<file path="src/rtl/f8_pipe_adder_pkg.sv">
// Shared definitions for the pipelined adder:
// mode encodings and chunk geometry helpers.
package f8_pipe_adder_pkg;

    localparam logic ADD = 1'b0;
    localparam logic SUB = 1'b1;

    function automatic int chunk_w(input int width, input int stages);
        return width / stages;
    endfunction

    function automatic bit width_ok(input int width, input int stages);
        return (stages >= 1) && (stages <= width)
            && ((width % stages) == 0);
    endfunction

endpackage

</file>
<file path="src/rtl/f8_add_chunk.sv">
// Combinational W-bit ripple chunk of the pipelined adder.
// One instance per pipeline stage.
module f8_add_chunk #(
    parameter int W = 8
) (
    input  logic [W-1:0] a,
    input  logic [W-1:0] b,
    input  logic         cin,
    output logic [W-1:0] s,
    output logic         cout
);

    assign {cout, s} = {1'b0, a} + {1'b0, b} + {{W{1'b0}}, cin};

endmodule

</file>
<file path="src/rtl/f8_pipe_adder.sv">
// Pipelined WIDTH-bit add/subtract, one chunk per stage,
// valid/ready on both sides with a single global advance.
module f8_pipe_adder
    import f8_pipe_adder_pkg::*;
#(
    parameter int WIDTH  = 32,
    parameter int STAGES = 4
) (
    input  logic             clk,
    input  logic             reset,
    input  logic             in_valid,
    output logic             in_ready,
    input  logic [WIDTH-1:0] a,
    input  logic [WIDTH-1:0] b,
    input  logic             c_in,
    input  logic             sub,
    output logic             out_valid,
    input  logic             out_ready,
    output logic [WIDTH-1:0] sum,
    output logic             c_out,
    output logic             ovf
);

    localparam int CHUNK = chunk_w(WIDTH, STAGES);

    if (!width_ok(WIDTH, STAGES)) begin : g_bad_cfg
        $error("f8_pipe_adder: WIDTH must be a multiple of STAGES");
    end

    logic             adv;
    logic [WIDTH-1:0] b_eff;
    logic             cin_eff;

    logic [STAGES-1:0] v_q;
    logic [STAGES-1:0] cy_q;
    logic [STAGES-1:0] as_q;
    logic [STAGES-1:0] bs_q;
    logic [WIDTH-1:0]  d_q [STAGES];
    logic [WIDTH-1:0]  b_q [STAGES];

    logic [STAGES-1:0] v_i;
    logic [STAGES-1:0] cy_i;
    logic [STAGES-1:0] as_i;
    logic [STAGES-1:0] bs_i;
    logic [STAGES-1:0] cy_o;
    logic [WIDTH-1:0]  d_i [STAGES];
    logic [WIDTH-1:0]  b_i [STAGES];
    logic [WIDTH-1:0]  d_n [STAGES];
    logic [CHUNK-1:0]  ps  [STAGES];

    assign adv      = !out_valid || out_ready;
    assign in_ready = adv;
    assign b_eff    = (sub == SUB) ? ~b : b;
    assign cin_eff  = (sub == SUB) ? 1'b1 : c_in;

    // d carries {unconsumed a chunks, finished sum chunks}
    always_comb begin
        v_i[0]  = in_valid && in_ready;
        d_i[0]  = a;
        b_i[0]  = b_eff;
        cy_i[0] = cin_eff;
        as_i[0] = a[WIDTH-1];
        bs_i[0] = b_eff[WIDTH-1];
        for (int s = 1; s < STAGES; s++) begin
            v_i[s]  = v_q[s-1];
            d_i[s]  = d_q[s-1];
            b_i[s]  = b_q[s-1];
            cy_i[s] = cy_q[s-1];
            as_i[s] = as_q[s-1];
            bs_i[s] = bs_q[s-1];
        end
    end

    for (genvar g = 0; g < STAGES; g++) begin : g_stg
        f8_add_chunk #(
            .W (CHUNK)
        ) u_add (
            .a    (d_i[g][g*CHUNK +: CHUNK]),
            .b    (b_i[g][g*CHUNK +: CHUNK]),
            .cin  (cy_i[g]),
            .s    (ps[g]),
            .cout (cy_o[g])
        );
    end

    always_comb begin
        for (int s = 0; s < STAGES; s++) begin
            d_n[s] = d_i[s];
            d_n[s][s*CHUNK +: CHUNK] = ps[s];
        end
    end

    always_ff @(posedge clk or negedge reset) begin
        if (!reset) begin
            v_q  <= '0;
            cy_q <= '0;
            as_q <= '0;
            bs_q <= '0;
            for (int s = 0; s < STAGES; s++) begin
                d_q[s] <= '0;
                b_q[s] <= '0;
            end
        end else if (adv) begin
            v_q  <= v_i;
            cy_q <= cy_o;
            as_q <= as_i;
            bs_q <= bs_i;
            for (int s = 0; s < STAGES; s++) begin
                d_q[s] <= d_n[s];
                b_q[s] <= b_i[s];
            end
        end
    end

    assign out_valid = v_q[STAGES-1];
    assign sum       = d_q[STAGES-1];
    assign c_out     = cy_q[STAGES-1];
    assign ovf       = (as_q[STAGES-1] == bs_q[STAGES-1])
                    && (sum[WIDTH-1] != as_q[STAGES-1]);

endmodule

</file>
<file path="config.mk">
export PLATFORM = sky130hd
export DESIGN_NAME = f8_pipe_adder
export DESIGN_NICKNAME = d
export VERILOG_FILES = /design/src/rtl/f8_pipe_adder_pkg.sv /design/src/rtl/f8_add_chunk.sv /design/src/rtl/f8_pipe_adder.sv
export SDC_FILE = /design/constraint.sdc
export NUM_CORES = 1
export LEC_CHECK = 0
export BUFFER_PORTS_ARGS = -buffer_cell sky130_fd_sc_hd__buf_2
export CAP_MARGIN = 15
export CELL_PAD_IN_SITES_DETAIL_PLACEMENT = 1
export CELL_PAD_IN_SITES_GLOBAL_PLACEMENT = 1
export CORE_ASPECT_RATIO = 2
export CORE_MARGIN = 1.5
export CORE_UTILIZATION = 45
export DETAILED_ROUTE_END_ITERATION = 16
export PLACE_DENSITY_LB_ADDON = 0.12
export SYNTH_ARGS = -nofsm -noshare
export SYNTH_HDL_FRONTEND = slang
export SYNTH_SLANG_ARGS = --single-unit
</file>
<file path="constraint.sdc">
create_clock -name clk -period 2.6 [get_ports clk]
set_input_delay 0.13 -clock clk [delete_from_list [all_inputs] [get_ports clk]]
set_output_delay 0.13 -clock clk [all_outputs]
set_load 0.005 [all_outputs]
</file>
==> metrics.md <==
| Metric | Value |
|---|---|
| Status | finished, final reports clean |
| ANT cells | 0 |
| Pwr/cell area | 1170 nW/µm² |
| Number of global-route vias before repair | 7003 |
| Fmax | 0.424 GHz |
| CTS tree | yes |
| RSZ-0062 raised after global routing | no |
| H-tree Lvls | 4 |
| Slew @ Worst Pin | 0.566 ns |
| Worst path cell trace | fa_1 -> fa_1 -> a211oi_2 -> nor2_1 -> o31a_1 -> o31a_1 |
| Max Cap Viol | 0 |
| Synth Warn # | 0 |
| Post-CTS Setup Inserts | 0 |
| Drt wl/cell | 14.9 µm |
| Post-synth EDFFs | 0 |
| RePlAce Congestion | 0.782 |
| CTS Buf Count | 17 |
| Worst-path fanout max | 3 |
| Row count | 71 |
| First-pass GRT wire length | 33700 µm |
| Final cell count without fillers | 1340 |
| Most numerous cell in the Yosys netlist | nand2_1 |
| Lkg Pwr | 5.22 nW |
| Simple-Gate Fraction of Synth Area | 23.9% |
| Clock root buffer | clkbuf_16 |
| Grt ovf | 0 |
| Detail Placement HPWL | 13600 µm |
| Compound-gate portion of the synthesized area | 9.47% |
| Clk buf depth | 2 |
| Post-synthesis cell area | 8690 µm² |
| Hold buffers post-CTS | 44 |
| Initial Utilization | 46.2% |
| Antenna-violating nets left | 0 |
| Critical Path RT | 2.91 ns |
| Worst skew pair latency | 0.43 ns |
| Syn Area/Cell | 9.29 µm² |
| Top Ports | 106 |
| Pins Over Slew Limit | 0 |
| 1st-iter DRT viols | 189 |
| Top cells by count, synth | nand2_1 (445), dfrtp_1 (186), buf_2 (38), o21ai_0 (35) |
| Cell variety after synth | 36 |
| Via count | 6702 |
| Hold Path Class | input pin to flip-flop |
| Area contributors post-synth | dfrtp_1 (54%), nand2_1 (19%), ha_1 (4.0%) |
| Seq/Total Area, Yosys | 53.5% |
| Die footprint | 20200 µm² |
| Syn_nets | 1042 |
| Headroom to the max-slew limit | 62.2% |
| Post-DP Area | 9450 µm² |
| Synth Area in XOR/XNOR | 3.63% |
| Final WL | 20000 µm |
| Initial antenna violation count | 0 |
| Post-cts repair resize count | 0 |
| Synth Area in Adders | 5.87% |
| Pre-CTS setup slack | -0.0368 ns |
| Fraction of layout cells with a size suffix above 1 | 15.3% |
| Crit Path Class | flip-flop to flip-flop |
| Mux cell area share after synthesis | 0.461% |
| Sink Count | 186 |
| Clock slew at reported path FFs | 0.07 ns |
| PortBufs | 105 |
| Pwr Total | 12.2 mW |
| # setup viols final | 0 |
| Final worst slack | 0.243 ns |
| Yosys top cell by area | dfrtp_1 |
| Endpoint class of the critical path | flip-flop |
| Nets | 1178 |
| VDD IR max | 1.02 mV |
| Post-synth top area share | 53.5% |
| Die height | 200 µm |
| Largest net degree at the start of global routing | 113 |
| Final period utilization | 90.7% |
| Core region area | 18800 µm² |
| Dpl cells | 1264 |
| Most common flop cell mapped by yosys | dfrtp_1 |
| Worst Skew | 0.00810 ns |
| Post-layout util | 55.6% |
| CP max stage cell | fa_1 |
| Crit path launch type | flip-flop |
| Minimum clock period | 2.36 ns |
| Asr flop ratio synth | 100% |
| Routed vias/inst | 5.00 |
| Seq cells post-synth | 186 |
| DR pass1 iterations | 4 |
| Layout area overhead | 20.5% |
| Number of remaining DRC errors | 0 |
| Die W | 101 µm |
| Fin. Hold Viols | 0 |
| Biggest cell delay along the critical path | 0.49 ns |
| All-Layer GR Usage | 21.3% |
| Crit path arrival time | 2.67 ns |
| Design Area, Final | 10500 µm² |
| Post-Synthesis Cells | 936 |
| Fillers | 2201 |
| Largest family of logic cells by synthesized area | simple AND/OR/NAND/NOR gates |
[flip-flops by register name, indices dropped and copies added (netlist names)]
register / cells
as_q: 4
b_i: 45
bs_q: 4
cy_q: 4
d_i: 93
sum: 32
v_q: 4
[layer usage]
metal | up-vias | global-route usage (%) | routed length, µm
met4 | 0 | 9.62 | 673
met5 | - | 0 | 0
met3 | 33 | 3.22 | 502
met1 | 3245 | 24.1 | 8170
li1 | 3319 | - | -
met2 | 105 | 38.8 | 10700
[through the flow]
step | TNS [ns] | hold WS (ns)
after floorplan | 0 | -0.166
after global placement | 0 | 0.163
after detailed placement | -0.0368 | 0.172
after CTS | 0 | 0.00937
after global routing | 0 | 0.0239
final | 0 | 0.00749
[where the power goes]
group	internal (mW)	total (mW)	switching [mW]
clock	1.45	2.59	1.14
sequential	4.19	4.95	0.767
combinational	2.02	4.68	2.66
[final cells by class]
type,instances,area [µm²],area share (%)
clock buffer,19,443,4.23
clock inverter,13,141,1.35
inverter,1,8.76,0.0836
multi-input combinational,702,3770,36.0
sequential,186,4650,44.4
tap,255,319,3.05
timing repair buffer,164,1140,10.9
[worst max-delay path: cells and delay by family (launching register included)]
family / cells / cell delay, ns
compound gates: 3 / 0.80
simple gates: 1 / 0.09
fa+ha+maj: 2 / 0.95
flops: 1 / 0.41
[path summary, 6_finish.rpt]
kind / startpoint / cells past startpoint / slack, ns / endpoint
worst min-delay path: b[15] / 3 / 0.007 / b_i[79]
worst min register to register: sum[0] / 2 / 0.46 / sum[0]
min in group asynchronous: reset / 2 / 0.26 / b_i[72]
max in group asynchronous: reset / 3 / 1.66 / d_i[61]
worst max-delay path: b_i[48] / 6 / 0.24 / cy_q[2]
worst max register to register: b_i[48] / 6 / 0.24 / cy_q[2]
[kinds of logic after synthesis]
family / count (synthesis)
AO/OA/AOI/OAI: 117
XOR/XNOR: 36
adder cells (fa/ha/maj): 36
buffers and inverters: 48
flip-flops: 186
multiplexers: 4
AND/OR/NAND/NOR: 509
[cells in the final DEF (no fill, tap or decap), types with 16 or more instances in the layout]
master         Yosys  layout
clkbuf_16          0      17
dfrtp_1          186     186
nor3b_1           16      16
buf_2             38     104
xnor2_1           28      28
o21ai_0           35      35
dlygate4sd3_1      0      44
a211oi_1          19      19
o21ai_1           18      18
nand2_1          445     445
ha_1              28      28
Power figures use the tool's default switching activity.
